## src/rtl/noc_inject_ni.sv

```systemverilog
// noc_inject_ni -- network-interface injector feeding the router's local input channel.
// Turns local packet requests plus body words into flits, one flit per credit.
// Channel bit numbers: [0] valid, [1] head, [2] tail, [3] parity/rsvd, [67:4] payload.
// Optional feature: define NOC_INJECT_PARITY_EN to drive even parity over [67:4] on bit 3.
module noc_inject_ni #(
    parameter int CREDITS  = 4,
    parameter int CREDIT_W = 3
) (
    input  logic        clk,
    input  logic        reset,
    input  logic [3:0]  NODE_ADDRESS,
    input  logic        PKT_VALID,
    input  logic [3:0]  PKT_DEST,
    input  logic [3:0]  PKT_LEN,
    output logic        PKT_READY,
    input  logic        DATA_VALID,
    input  logic [63:0] DATA,
    output logic        DATA_READY,
    output logic [67:0] CHANNEL_OUT,
    input  logic [1:0]  FLOW_CTRL_IN,
    output logic        ERROR,
    output logic        BUSY
);

    typedef enum logic {
        ST_IDLE = 1'b0,
        ST_BODY = 1'b1
    } state_t;

    localparam logic [CREDIT_W-1:0] CREDIT_MAX = CREDIT_W'(CREDITS);

    state_t              r_state;
    state_t              w_state_next;
    logic [CREDIT_W-1:0] r_credit_cnt;
    logic [3:0]          r_rem_cnt;
    logic [3:0]          w_rem_next;
    logic [67:0]         r_channel;
    logic [67:0]         w_flit_next;
    logic                r_error;
    logic                w_can_send;
    logic                w_pkt_hs;
    logic                w_data_hs;
    logic                w_send;
    logic                w_credit_ret;

    // A flit may launch only with a credit in hand and the router not halting us.
    assign w_can_send   = (r_credit_cnt != '0) && !FLOW_CTRL_IN[1];
    assign w_credit_ret = FLOW_CTRL_IN[0];

    // Ready outputs are held low during reset so nothing is accepted mid-reset.
    assign PKT_READY  = !reset && (r_state == ST_IDLE) && w_can_send;
    assign DATA_READY = !reset && (r_state == ST_BODY) && w_can_send;

    assign w_pkt_hs  = PKT_READY && PKT_VALID;
    assign w_data_hs = DATA_READY && DATA_VALID;
    assign w_send    = w_pkt_hs || w_data_hs;

    assign CHANNEL_OUT = r_channel;
    assign ERROR       = r_error;
    assign BUSY        = (r_state != ST_IDLE);

    // State register.
    always_ff @(posedge clk) begin
        if (reset) begin
            r_state <= ST_IDLE;
        end else begin
            r_state <= w_state_next;
        end
    end

    // Next state, remaining-body count and the flit to launch on the next edge.
    always_comb begin
        w_state_next = r_state;
        w_rem_next   = r_rem_cnt;
        w_flit_next  = '0;
        case (r_state)
            ST_IDLE: begin
                if (w_pkt_hs) begin
                    w_flit_next[0]     = 1'b1;
                    w_flit_next[1]     = 1'b1;
                    w_flit_next[2]     = (PKT_LEN == 4'd0);
                    w_flit_next[7:4]   = PKT_DEST;
                    w_flit_next[11:8]  = NODE_ADDRESS;
                    w_flit_next[15:12] = PKT_LEN;
                    w_rem_next         = PKT_LEN;
                    if (PKT_LEN != 4'd0) begin
                        w_state_next = ST_BODY;
                    end
                end
            end
            ST_BODY: begin
                if (w_data_hs) begin
                    w_flit_next[0]    = 1'b1;
                    w_flit_next[2]    = (r_rem_cnt == 4'd1);
                    w_flit_next[67:4] = DATA;
                    w_rem_next        = r_rem_cnt - 4'd1;
                    if (r_rem_cnt == 4'd1) begin
                        w_state_next = ST_IDLE;
                    end
                end
            end
            default: begin
                w_state_next = ST_IDLE;
            end
        endcase
`ifdef NOC_INJECT_PARITY_EN
        w_flit_next[3] = w_flit_next[0] & (^w_flit_next[67:4]);
`else
        w_flit_next[3] = 1'b0;
`endif
    end

    // Channel register: a flit lives for exactly one cycle, idle cycles drive zero.
    always_ff @(posedge clk) begin
        if (reset) begin
            r_channel <= '0;
            r_rem_cnt <= '0;
        end else begin
            r_channel <= w_flit_next;
            r_rem_cnt <= w_rem_next;
        end
    end

    // Credit counter and sticky overflow flag; a send and a return in one cycle cancel out.
    always_ff @(posedge clk) begin
        if (reset) begin
            r_credit_cnt <= CREDIT_MAX;
            r_error      <= 1'b0;
        end else begin
            case ({w_send, w_credit_ret})
                2'b10: r_credit_cnt <= r_credit_cnt - 1'b1;
                2'b01: begin
                    if (r_credit_cnt == CREDIT_MAX) begin
                        r_error <= 1'b1;
                    end else begin
                        r_credit_cnt <= r_credit_cnt + 1'b1;
                    end
                end
                default: r_credit_cnt <= r_credit_cnt;
            endcase
        end
    end

endmodule

```

## config.mk

```make
export PLATFORM = sky130hd
export DESIGN_NAME = noc_inject_ni
export DESIGN_NICKNAME = d
export VERILOG_FILES = /design/src/rtl/noc_inject_ni.sv
export SDC_FILE = /design/constraint.sdc
export NUM_CORES = 1
export LEC_CHECK = 0
export BUFFER_PORTS_ARGS = -buffer_cell sky130_fd_sc_hd__buf_2
export CORE_MARGIN = 2
export CORE_UTILIZATION = 40
export DETAILED_ROUTE_END_ITERATION = 10
export PLACE_DENSITY = 0.76
export SYNTH_ARGS = -nofsm -noshare
export SYNTH_HDL_FRONTEND = slang
export SYNTH_SLANG_ARGS = --single-unit
export TNS_END_PERCENT = 20
```

## constraint.sdc

```tcl
create_clock -name clk -period 3.5 [get_ports clk]
set_input_delay 0.175 -clock clk [delete_from_list [all_inputs] [get_ports clk]]
set_output_delay 0.175 -clock clk [all_outputs]
set_load 0.03 [all_outputs]
```

==> summary.txt <==
Synthesis
  • Post-synth EDFFs: 0
  • Post-synthesis instance area: ~2500 um^2
  • Netlist cell types: 44
  • Post-synth top flop: dfxtp_1
  • Register area share after synthesis: 60.23%
  • Area leader, netlist: dfxtp_1
  • Mapped Nets: approximately 310
  • Async SR Flop Fraction: 0%
  • Syn Inst Count: 229
  • Syn. warnings: 0
  • Top post-synthesis cells by area: dfxtp_1, and3_1, a22o_1, clkbuf_1, a21oi_1
  • Post-synth top cells: dfxtp_1, and3_1, a22o_1, clkbuf_1, nor2_1
  • FF+latch count, synth: 76
  • Synth top area share: 60.23%
  • Most frequent cell after synthesis: dfxtp_1
  • Syn Area/Cell: ~11 um^2

Setup path
  • Reg2reg setup slack: a little under 1 ns
  • Worst R2R Start: BUSY
  • WP depth: 7
  • Crit Path Category: register to register
  • CP Max Fanout: 12
  • Slowest stage delay, CP: around 0.55 ns
  • Crit-path most repeated cell: mux2_2
  • CP Capture Type: register
  • Worst path required time: 3.76 ns
  • R2R cell count: 7
  • Buffers & Inverters on Critical Path: 0
  • Worst reg2reg path endpoint: r_credit_cnt[2]
  • Worst path cell trace: mux2_2 -> nand3_2 -> nand2_1 -> fa_1 -> or3_1 -> mux2_2 -> o211ai_1
  • CP max-delay cell: dfxtp_1
  • Arrival time at the worst endpoint: ~2.8 ns
  • Worst setup SP type: register
  • CP delay by family, top: multiplexers

Die
  • Core Footprint: 6026 um^2
  • I/O Pins: 154
  • Die X: about 83 um
  • Die height: 83.47 um
  • Die area: 6967 um^2
  • Cell Rows: 28
  • Initial core utilization: 41.92%

Drt
  • Vias per cell: ~4.9
  • WL final: 5.977 mm
  • DRC errors left: 0
  • Avg WL per Cell: 13.14 um
  • Via count: 2217
  • Post-DRT Antenna Nets: 0
  • Initial DRC Count: 89
  • TritonRoute pass-1 iters: 4

Place
  • RePlAce Congestion: ~0.88
  • Detailed Place HPWL: about 4.5 mm
  • Pre-CTS WS: 0.9726 ns
  • Placed Area: 3302 um^2
  • Number of port buffers: between 150 and 200

Finish
  • Ratio of cells with drive above 1 in the final layout: 46.58%
  • # diodes: 0
  • Design area: around 3500 um^2
  • Multi-input logic area: between 800 and 900 um^2
  • FF/Latch Area: 1521 um^2
  • Fillcell total: 533
  • Post-layout nets: 461
  • Area Overhead vs Synth: 38.19%

Clock tree
  • CTS-repair resized insts: 0
  • Clk Latency, worst-skew pair: 0.32 ns
  • CTS tree: yes
  • Num CTS Buffers: 9
  • H-Tree Depth: 3
  • Post-CTS Setup Bufs: 0
  • Clock transition at the registers of the reported paths: 0.07 ns
  • Bufs on Longest Clock Path: 2
  • CTS Root Cell: clkbuf_8
  • CTS Sinks: 76
  • Hold Buf Count CTS: 0

Flow run
  • Max-Cap Viols: 0

Timing
  • Clock skew: 0.006876 ns
  • Fmax: 0.3941 GHz
  • RSZ-0062 raised after global routing: no
  • Rel. slew slack: 52.54%
  • # setup viols final: 0
  • Fin. Hold Viols: 0
  • Max-slew violation total from the final report: 0
  • Min Tclk post-route: 2.538 ns
  • Fin crit share: 72.51%
  • Actual slew at the worst max-slew pin: 0.7120 ns
  • Final setup TNS: 0 ns
  • Setup ws final: roughly 0.96 ns

Power
  • PD cells: 503.1 nW/um^2
  • Gate power share: 12.2%
  • Switching share of power: about a quarter
  • NetSw: roughly 0.45 mW
  • Pint: 1.309 mW
  • Overall Power: 1.756 mW
  • Max rail drop VDD: 235.4 uV
  • Lkg Pwr: 1.970 nW
  • Clock power share: 35.9%
  • Register share of total power: about half

Global routing
  • Largest net degree at the start of global routing: 57
  • Initial antenna violation count: 0
  • Global-route wire length before repair: ~9.5 mm
  • Vias in the first global route: 2073
  • Total gr overflow: 0
  • All-Layer GR Usage: 16.90%

Min path
  • Worst hold start: NODE_ADDRESS[2]
  • Worst min path class: primary input to register
  • Hold Path Cell Cnt: 2
  • Sink of the worst hold path: CHANNEL_OUT[10]

Run status
  • Run status: complete, no violations
## cell type report
class	count	area share, %
timing repair buffer	153	22.01
inverter	8	0.8602
tap	75	2.688
multi-input combinational	128	25.45
clock inverter	6	1.864
clock buffer	9	3.548
sequential	76	43.58
## routing by layer
metal	global-route usage [%]	vias to the layer above	routed length, um
met2	28.52	123	2914
li1	-	1106	-
met4	4.839	0	63
met1	19.84	981	2406
met3	6.924	7	591
met5	0	-	0
## state kept, by name, summed over array words and instances, names as in the netlist
name          cells
r_credit_cnt      3
r_rem_cnt         4
BUSY              1
CHANNEL_OUT      67
ERROR             1
## kinds of logic (layout without fill, tap and decap cells)
| family | count (synthesis) | in the layout | synth area share, % |
|---|---|---|---|
| buffers and inverters | 25 | 176 | 4.606 |
| XOR/XNOR | 2 | 2 | 0.6935 |
| AO/OA/AOI/OAI | 34 | 34 | 10.65 |
| other | 1 | 1 | 0.1484 |
| adder cells (fa/ha/maj) | 3 | 3 | 1.783 |
| AND/OR/NAND/NOR | 84 | 84 | 20.21 |
| multiplexers | 4 | 4 | 1.684 |
| flip-flops | 76 | 76 | 60.23 |
## per-stage QoR
stage	util, %	hold WS (ns)	instances
3_3_place_gp	54.80	0.3849	440
2_1_floorplan	-	0.3005	229
3_5_place_dp	54.80	0.3935	440
6_report	57.93	0.05766	455
4_1_cts	57.93	0.03763	455
5_1_grt	57.93	0.03297	455
## cells in the final DEF (no fill, tap or decap), types with 2 or more instances in the layout
cell type,synthesis,layout
or4_1,2,2
o32ai_1,2,2
clkinv_2,0,2
mux2i_1,2,2
ha_1,2,2
buf_2,3,152
a21oi_1,6,6
o221a_2,2,2
nor2b_1,2,2
nand2_1,6,6
o211ai_1,2,2
a31oi_1,2,2
and3_1,52,52
mux2_2,2,2
inv_1,7,7
or3_1,2,2
nor2_1,8,8
a22o_1,11,11
dfxtp_1,76,76
clkbuf_8,0,9
nor3_1,4,4
## how the worst max path moves through the flow
stage,startpoint,endpoint
after CTS,BUSY,r_credit_cnt[2]
after global routing,BUSY,r_credit_cnt[2]
after floorplan,BUSY,r_credit_cnt[2]
after detailed placement,DATA_VALID,r_credit_cnt[2]
final,BUSY,r_credit_cnt[2]
after global placement,BUSY,r_credit_cnt[2]
## power groups by stage
stage / registers [mW] / clock network, mW / logic, mW
finish: 0.911 / 0.631 / 0.215
global route: 0.914 / 0.707 / 0.237
CTS: 0.911 / 0.655 / 0.216
detailed placement: 0.931 / 0 / 0.215
global placement: 0.930 / 0 / 0.211
floorplan: 0.962 / 0 / 0.104
Power figures use the tool's default switching activity.
